--- config.mk ---
export PLATFORM = sky130hd
export DESIGN_NAME = instr_encode_loader
export DESIGN_NICKNAME = d
export VERILOG_FILES = /design/src/rtl/instr_encode_loader.sv
export SDC_FILE = /design/constraint.sdc
export NUM_CORES = 1
export LEC_CHECK = 0
export CAP_MARGIN = 20
export CORE_UTILIZATION = 30
export DETAILED_ROUTE_END_ITERATION = 6
export PLACE_DENSITY = 0.6
export SLEW_MARGIN = 10
export SYNTH_ARGS = -nofsm -noshare
export SYNTH_HDL_FRONTEND = slang
export SYNTH_SLANG_ARGS = --single-unit
--- constraint.sdc ---
create_clock -name clk_i -period 5 [get_ports clk_i]
set_input_delay 1 -clock clk_i [delete_from_list [all_inputs] [get_ports clk_i]]
set_output_delay 1 -clock clk_i [all_outputs]
set_load 0.03 [all_outputs]
--- src/rtl/instr_encode_loader.sv ---
`default_nettype none
// ============================================================================
// Module      : instr_encode_loader
// Description : Encodes RV32I R-type / load / store field bundles into 32-bit
//               instruction words and writes them sequentially into the
//               instruction memory through a valid/ready front end.
//               Optional checksum build: define ENC_LOADER_CSUM_EN.
// Revision    : 1.0 - initial release
// ============================================================================
module instr_encode_loader #(
    parameter logic [31:0] BASE_ADDR = 32'h0000_0000,
    parameter int unsigned MAX_WORDS = 64,
    parameter int unsigned CNT_W     = 16
) (
    input  logic             clk_i,
    input  logic             rst_n_i,
    input  logic             start_i,
    input  logic             stop_i,
    input  logic             in_valid_i,
    output logic             in_ready_o,
    input  logic [1:0]       fmt_i,
    input  logic [4:0]       rd_i,
    input  logic [4:0]       rs1_i,
    input  logic [4:0]       rs2_i,
    input  logic [2:0]       funct3_i,
    input  logic [6:0]       funct7_i,
    input  logic [11:0]      imm_i,
    output logic             imem_we_o,
    output logic [31:0]      imem_addr_o,
    output logic [31:0]      imem_wdata_o,
    output logic [CNT_W-1:0] word_cnt_o,
    output logic             done_o,
    output logic             err_fmt_o,
    output logic             err_ovf_o,
    output logic [31:0]      csum_o
);

    // Count value that, once incremented by a legal write, reaches MAX_WORDS
    localparam logic [CNT_W-1:0] C_LAST = CNT_W'(MAX_WORDS - 1);

    typedef enum logic [1:0] {
        S_IDLE = 2'd0,
        S_LOAD = 2'd1,
        S_FULL = 2'd2
    } state_e;

    state_e            state_q, state_d;
    logic [31:0]       ptr_q;        // address the next legal word goes to
    logic [31:0]       addr_q;
    logic [31:0]       wdata_q;
    logic              we_q;
    logic [CNT_W-1:0]  cnt_q;
    logic              err_fmt_q;
    logic              err_ovf_q;

    logic              w_xfer;
    logic              w_legal;
    logic              w_illegal;
    logic [31:0]       w_enc;

    assign in_ready_o = (state_q == S_LOAD) && !start_i;
    assign w_xfer     = in_valid_i && in_ready_o;
    assign w_illegal  = w_xfer && (fmt_i == 2'd3);
    assign w_legal    = w_xfer && (fmt_i != 2'd3);

    // Build the instruction word for the presented format
    always_comb begin
        w_enc = 32'h0;
        case (fmt_i)
            2'd0:    w_enc = {funct7_i, rs2_i, rs1_i, funct3_i, rd_i, 7'h33};
            2'd1:    w_enc = {imm_i, rs1_i, funct3_i, rd_i, 7'h03};
            2'd2:    w_enc = {imm_i[11:5], rs2_i, rs1_i, funct3_i, imm_i[4:0], 7'h23};
            default: w_enc = 32'h0;
        endcase
    end

    // State register
    always_ff @(posedge clk_i or negedge rst_n_i) begin
        if (!rst_n_i) state_q <= S_IDLE;
        else          state_q <= state_d;
    end

    // Next-state: START wins over everything; STOP wins over reaching FULL
    always_comb begin
        state_d = state_q;
        case (state_q)
            S_IDLE: if (start_i) state_d = S_LOAD;
            S_LOAD: begin
                if (start_i)                           state_d = S_LOAD;
                else if (stop_i)                       state_d = S_IDLE;
                else if (w_legal && (cnt_q == C_LAST)) state_d = S_FULL;
            end
            S_FULL: if (start_i) state_d = S_LOAD;
            default: state_d = S_IDLE;
        endcase
    end

    // Write port, address pointer, word count and sticky errors
    always_ff @(posedge clk_i or negedge rst_n_i) begin
        if (!rst_n_i) begin
            we_q      <= 1'b0;
            addr_q    <= BASE_ADDR;
            wdata_q   <= 32'h0;
            ptr_q     <= BASE_ADDR;
            cnt_q     <= '0;
            err_fmt_q <= 1'b0;
            err_ovf_q <= 1'b0;
        end else begin
            we_q <= w_legal;
            if (start_i) begin
                ptr_q     <= BASE_ADDR;
                cnt_q     <= '0;
                err_fmt_q <= 1'b0;
                err_ovf_q <= 1'b0;
            end else begin
                if (w_legal) begin
                    addr_q  <= ptr_q;
                    wdata_q <= w_enc;
                    ptr_q   <= ptr_q + 32'd4;
                    cnt_q   <= cnt_q + CNT_W'(1);
                end
                if (w_illegal) err_fmt_q <= 1'b1;
                if ((state_q == S_FULL) && in_valid_i) err_ovf_q <= 1'b1;
            end
        end
    end

`ifdef ENC_LOADER_CSUM_EN
    logic [31:0] csum_q;

    // XOR of every word written since START, visible alongside its write strobe
    always_ff @(posedge clk_i or negedge rst_n_i) begin
        if (!rst_n_i)     csum_q <= 32'h0;
        else if (start_i) csum_q <= 32'h0;
        else if (w_legal) csum_q <= csum_q ^ w_enc;
    end

    assign csum_o = csum_q;
`else
    assign csum_o = 32'h0;
`endif

    assign imem_we_o    = we_q;
    assign imem_addr_o  = addr_q;
    assign imem_wdata_o = wdata_q;
    assign word_cnt_o   = cnt_q;
    assign done_o       = (state_q == S_FULL);
    assign err_fmt_o    = err_fmt_q;
    assign err_ovf_o    = err_ovf_q;

endmodule
`default_nettype wire

==> results.sh <==
export IMPL_status="complete, no violations"
export IMPL_place_inst=904
export IMPL_crit_buf_inv=2
export IMPL_core_um2=17400
export IMPL_cp_cell_sequence="clkdlybuf4s50_1 -> nor3b_1 -> clkdlybuf4s50_1"
export IMPL_p_sw_frac=0.293
export IMPL_hold_class="reg2reg"
export IMPL_cp_common_cell="clkdlybuf4s50_1"
export IMPL_postSynthCellCount=581
export IMPL_end_kind="output pin"
export IMPL_avgSynthCellArea_um2=9.26
export IMPL_grt_overflow=0
export IMPL_p_sw_uw=592
export IMPL_yosysWarnings=0
export IMPL_power_frac_comb=0.192
export IMPL_cp_num_cells=3
export IMPL_synth_edf_count=0
export IMPL_synthTopCellsByCount="nand2_1 (138), dfrtp_1 (109), buf_4 (39)"
export IMPL_antenna_cells=0
export IMPL_required_ps=4000
export IMPL_cts_reportedPaths_clkPinSlew_ps=70
export IMPL_crit_fanout=3
export IMPL_cts_tree="built"
export IMPL_std_cell_rows=48
export IMPL_first_pass_iters=7
export IMPL_crit_type="in2out"
export IMPL_seqPwrFrac=0.476
export IMPL_slew_headroom=0.492
export IMPL_num_fill_cells=1729
export IMPL_slowest_stage="clkdlybuf4s50_1"
export IMPL_grt_start_max_net_pins=48
export IMPL_dpl_hpwl_um=9180
export IMPL_finalSetupViolations=0
export IMPL_drt_iter0_markers=258
export IMPL_synth_most_common_cell="nand2_1"
export IMPL_synth_top_area_cell="dfrtp_1"
export IMPL_p_leak_uw=0.00303
export IMPL_grt_usage=0.149
export IMPL_rsz0062_at_grt="no"
export IMPL_r2r_cells=5
export IMPL_hold_depth=2
export IMPL_insertion_delay_ps=350
export IMPL_die_x_um=136
export IMPL_clockBufferDepth=2
export IMPL_power_density_nw_per_um2=292
export IMPL_vias=4389
export IMPL_finalClockSkew_ps=7.64
export IMPL_synth_cell_type_count=52
export IMPL_synth_seq_cells=109
export IMPL_async_reset_ff_frac=1.00
export IMPL_stdcell_count=920
export IMPL_ctsHoldBuffers=0
export IMPL_vdd_drop_max_mv=0.157
export IMPL_synthToLayoutAreaGrowth_pct=28.5
export IMPL_ios=161
export IMPL_cts_sinks=109
export IMPL_drv_slew=0
export IMPL_wl_um=13300
export IMPL_synth_seq_area_share=0.507
export IMPL_die_area_um2=18500
export IMPL_mappedNetlistArea_um2=5380
export IMPL_period_share=0.669
export IMPL_power_total_uw=2020
export IMPL_cts_resized=0
export IMPL_cts_htree_levels=3
export IMPL_gp_congestion=0.765
export IMPL_layout_drive_gt1_share=0.0504
export IMPL_start_kind="primary input"
export IMPL_yosys_area_top_type_share=0.507
export IMPL_postCtsSetupBuffers=0
export IMPL_initial_core_util=0.309
export IMPL_drtAntennaViolNets=0
export IMPL_cap_violations=0
export IMPL_cts_buffers=9
export IMPL_first_global_vias=4128
export IMPL_hold_viol=0
export IMPL_synth_area_top_cells="dfrtp_1 (51%), nand2_1 (9.6%), buf_4 (5.4%)"
export IMPL_finalSetupTns_ps=0
export IMPL_cp_arrival_ps=2340
export IMPL_antenna_found_initial=0
export IMPL_max_freq_ghz=0.299
export IMPL_crit_path_max_incr_delay_ps=690
export IMPL_drc_errors=0
export IMPL_io_buffer_count=123
export IMPL_ys_flop_type="dfrtp_1"
export IMPL_max_slew_worst_pin_slew_ps=761
export IMPL_min_period_ps=3340
export IMPL_root_buffer="clkbuf_16"
export IMPL_nets=736
export IMPL_post_drt_via_cell_ratio=4.77
export IMPL_fp_dieH_um=136
export IMPL_wl_per_cell_um=14.5
export IMPL_crit_family="buffers and inverters"
export IMPL_grt_pass1_wl_um=21800
export IMPL_p_clk_frac=0.332
export IMPL_intPower_uw=1430
[power groups by stage]
stage | registers, uW | clock network [uW] | logic [uW]
6_report | 961 | 670 | 388
5_1_grt | 966 | 731 | 416
4_1_cts | 961 | 693 | 393
3_5_place_dp | 977 | 0 | 393
3_3_place_gp | 979 | 0 | 390
2_1_floorplan | 1070 | 0 | 143
[layout by cell type (no fill, tap or decap), drive strengths merged, types with 5 or more instances in the layout]
master / instances
clkdlybuf4s50: 122
and3: 5
or4: 13
o31ai: 12
and2: 5
buf: 7
a21oi: 34
and4: 6
o22ai: 5
o21ai: 27
a221oi: 5
clkbuf: 13
dfrtp: 109
nor2b: 6
nand2: 140
mux2i: 7
inv: 8
nor2: 38
conb: 37
nand4: 15
or3: 13
nand3: 14
xor2: 9
nor4: 8
[routing by layer]
metal,GRT usage,wire length [um],vias to the layer above
li1,-,-,2159
met1,0.208,6300,2098
met2,0.232,6120,122
met3,0.0309,753,10
met4,0.0444,146,0
met5,0,0,-
[state kept, by name (all words and copies together), names as in the netlist]
| signal | count |
|---|---|
| word_cnt_o | 16 |
| ptr_q | 30 |
| err_fmt_o | 1 |
| state_q | 2 |
| imem_we_o | 1 |
| err_ovf_o | 1 |
| imem_addr_o | 30 |
| imem_wdata_o | 28 |
[worst register-to-register path, cell delays in order (launching register included)]
cell,delay [ps]
dfrtp_1,430
and4bb_2,700
nand2_4,370
inv_2,700
xnor2_1,200
nor2_1,60
[final timing paths]
path | startpoint | endpoint | slack [ps]
max in group asynchronous | rst_n_i | ptr_q[27] | 3410
worst min register to register | imem_addr_o[6] | imem_addr_o[6] | 480
worst max-delay path | start_i | in_ready_o | 1660
worst max register to register | state_q[1] | ptr_q[2] | 2410
min in group asynchronous | rst_n_i | word_cnt_o[11] | 660
worst min-delay path | imem_addr_o[6] | imem_addr_o[6] | 480
[cell type report]
type	instances	area, um^2	share of cell area
clock buffers	13	250	0.0362
clock inverters	3	21.3	0.00308
inverters	9	33.8	0.00489
multi-input cells	432	2330	0.336
flip-flops and latches	109	2730	0.394
well taps	225	282	0.0407
repair buffers	129	1270	0.184
[logic make-up after synthesis]
| logic type | after synthesis | synth area share |
|---|---|---|
| mux | 11 | 0.0214 |
| flops | 109 | 0.507 |
| simple gates | 271 | 0.248 |
| xor+xnor | 13 | 0.0212 |
| other cells | 1 | 0.000697 |
| fa+ha+maj | 2 | 0.00465 |
| compound gates | 98 | 0.112 |
| buf+inv | 76 | 0.0856 |
[per-stage QoR]
step / util / cell area (um^2) / hold slack [ps] / worst slack, ps
after floorplan: - / 5510 / 454 / 1840
after detailed placement: 0.381 / 6640 / 465 / 1330
after CTS: 0.397 / 6910 / 483 / 1650
final: 0.397 / 6910 / 477 / 1660
after global placement: 0.381 / 6640 / 461 / 1330
after global routing: 0.397 / 6910 / 493 / 1520
No activity file was read; power rests on OpenSTA's default activity.
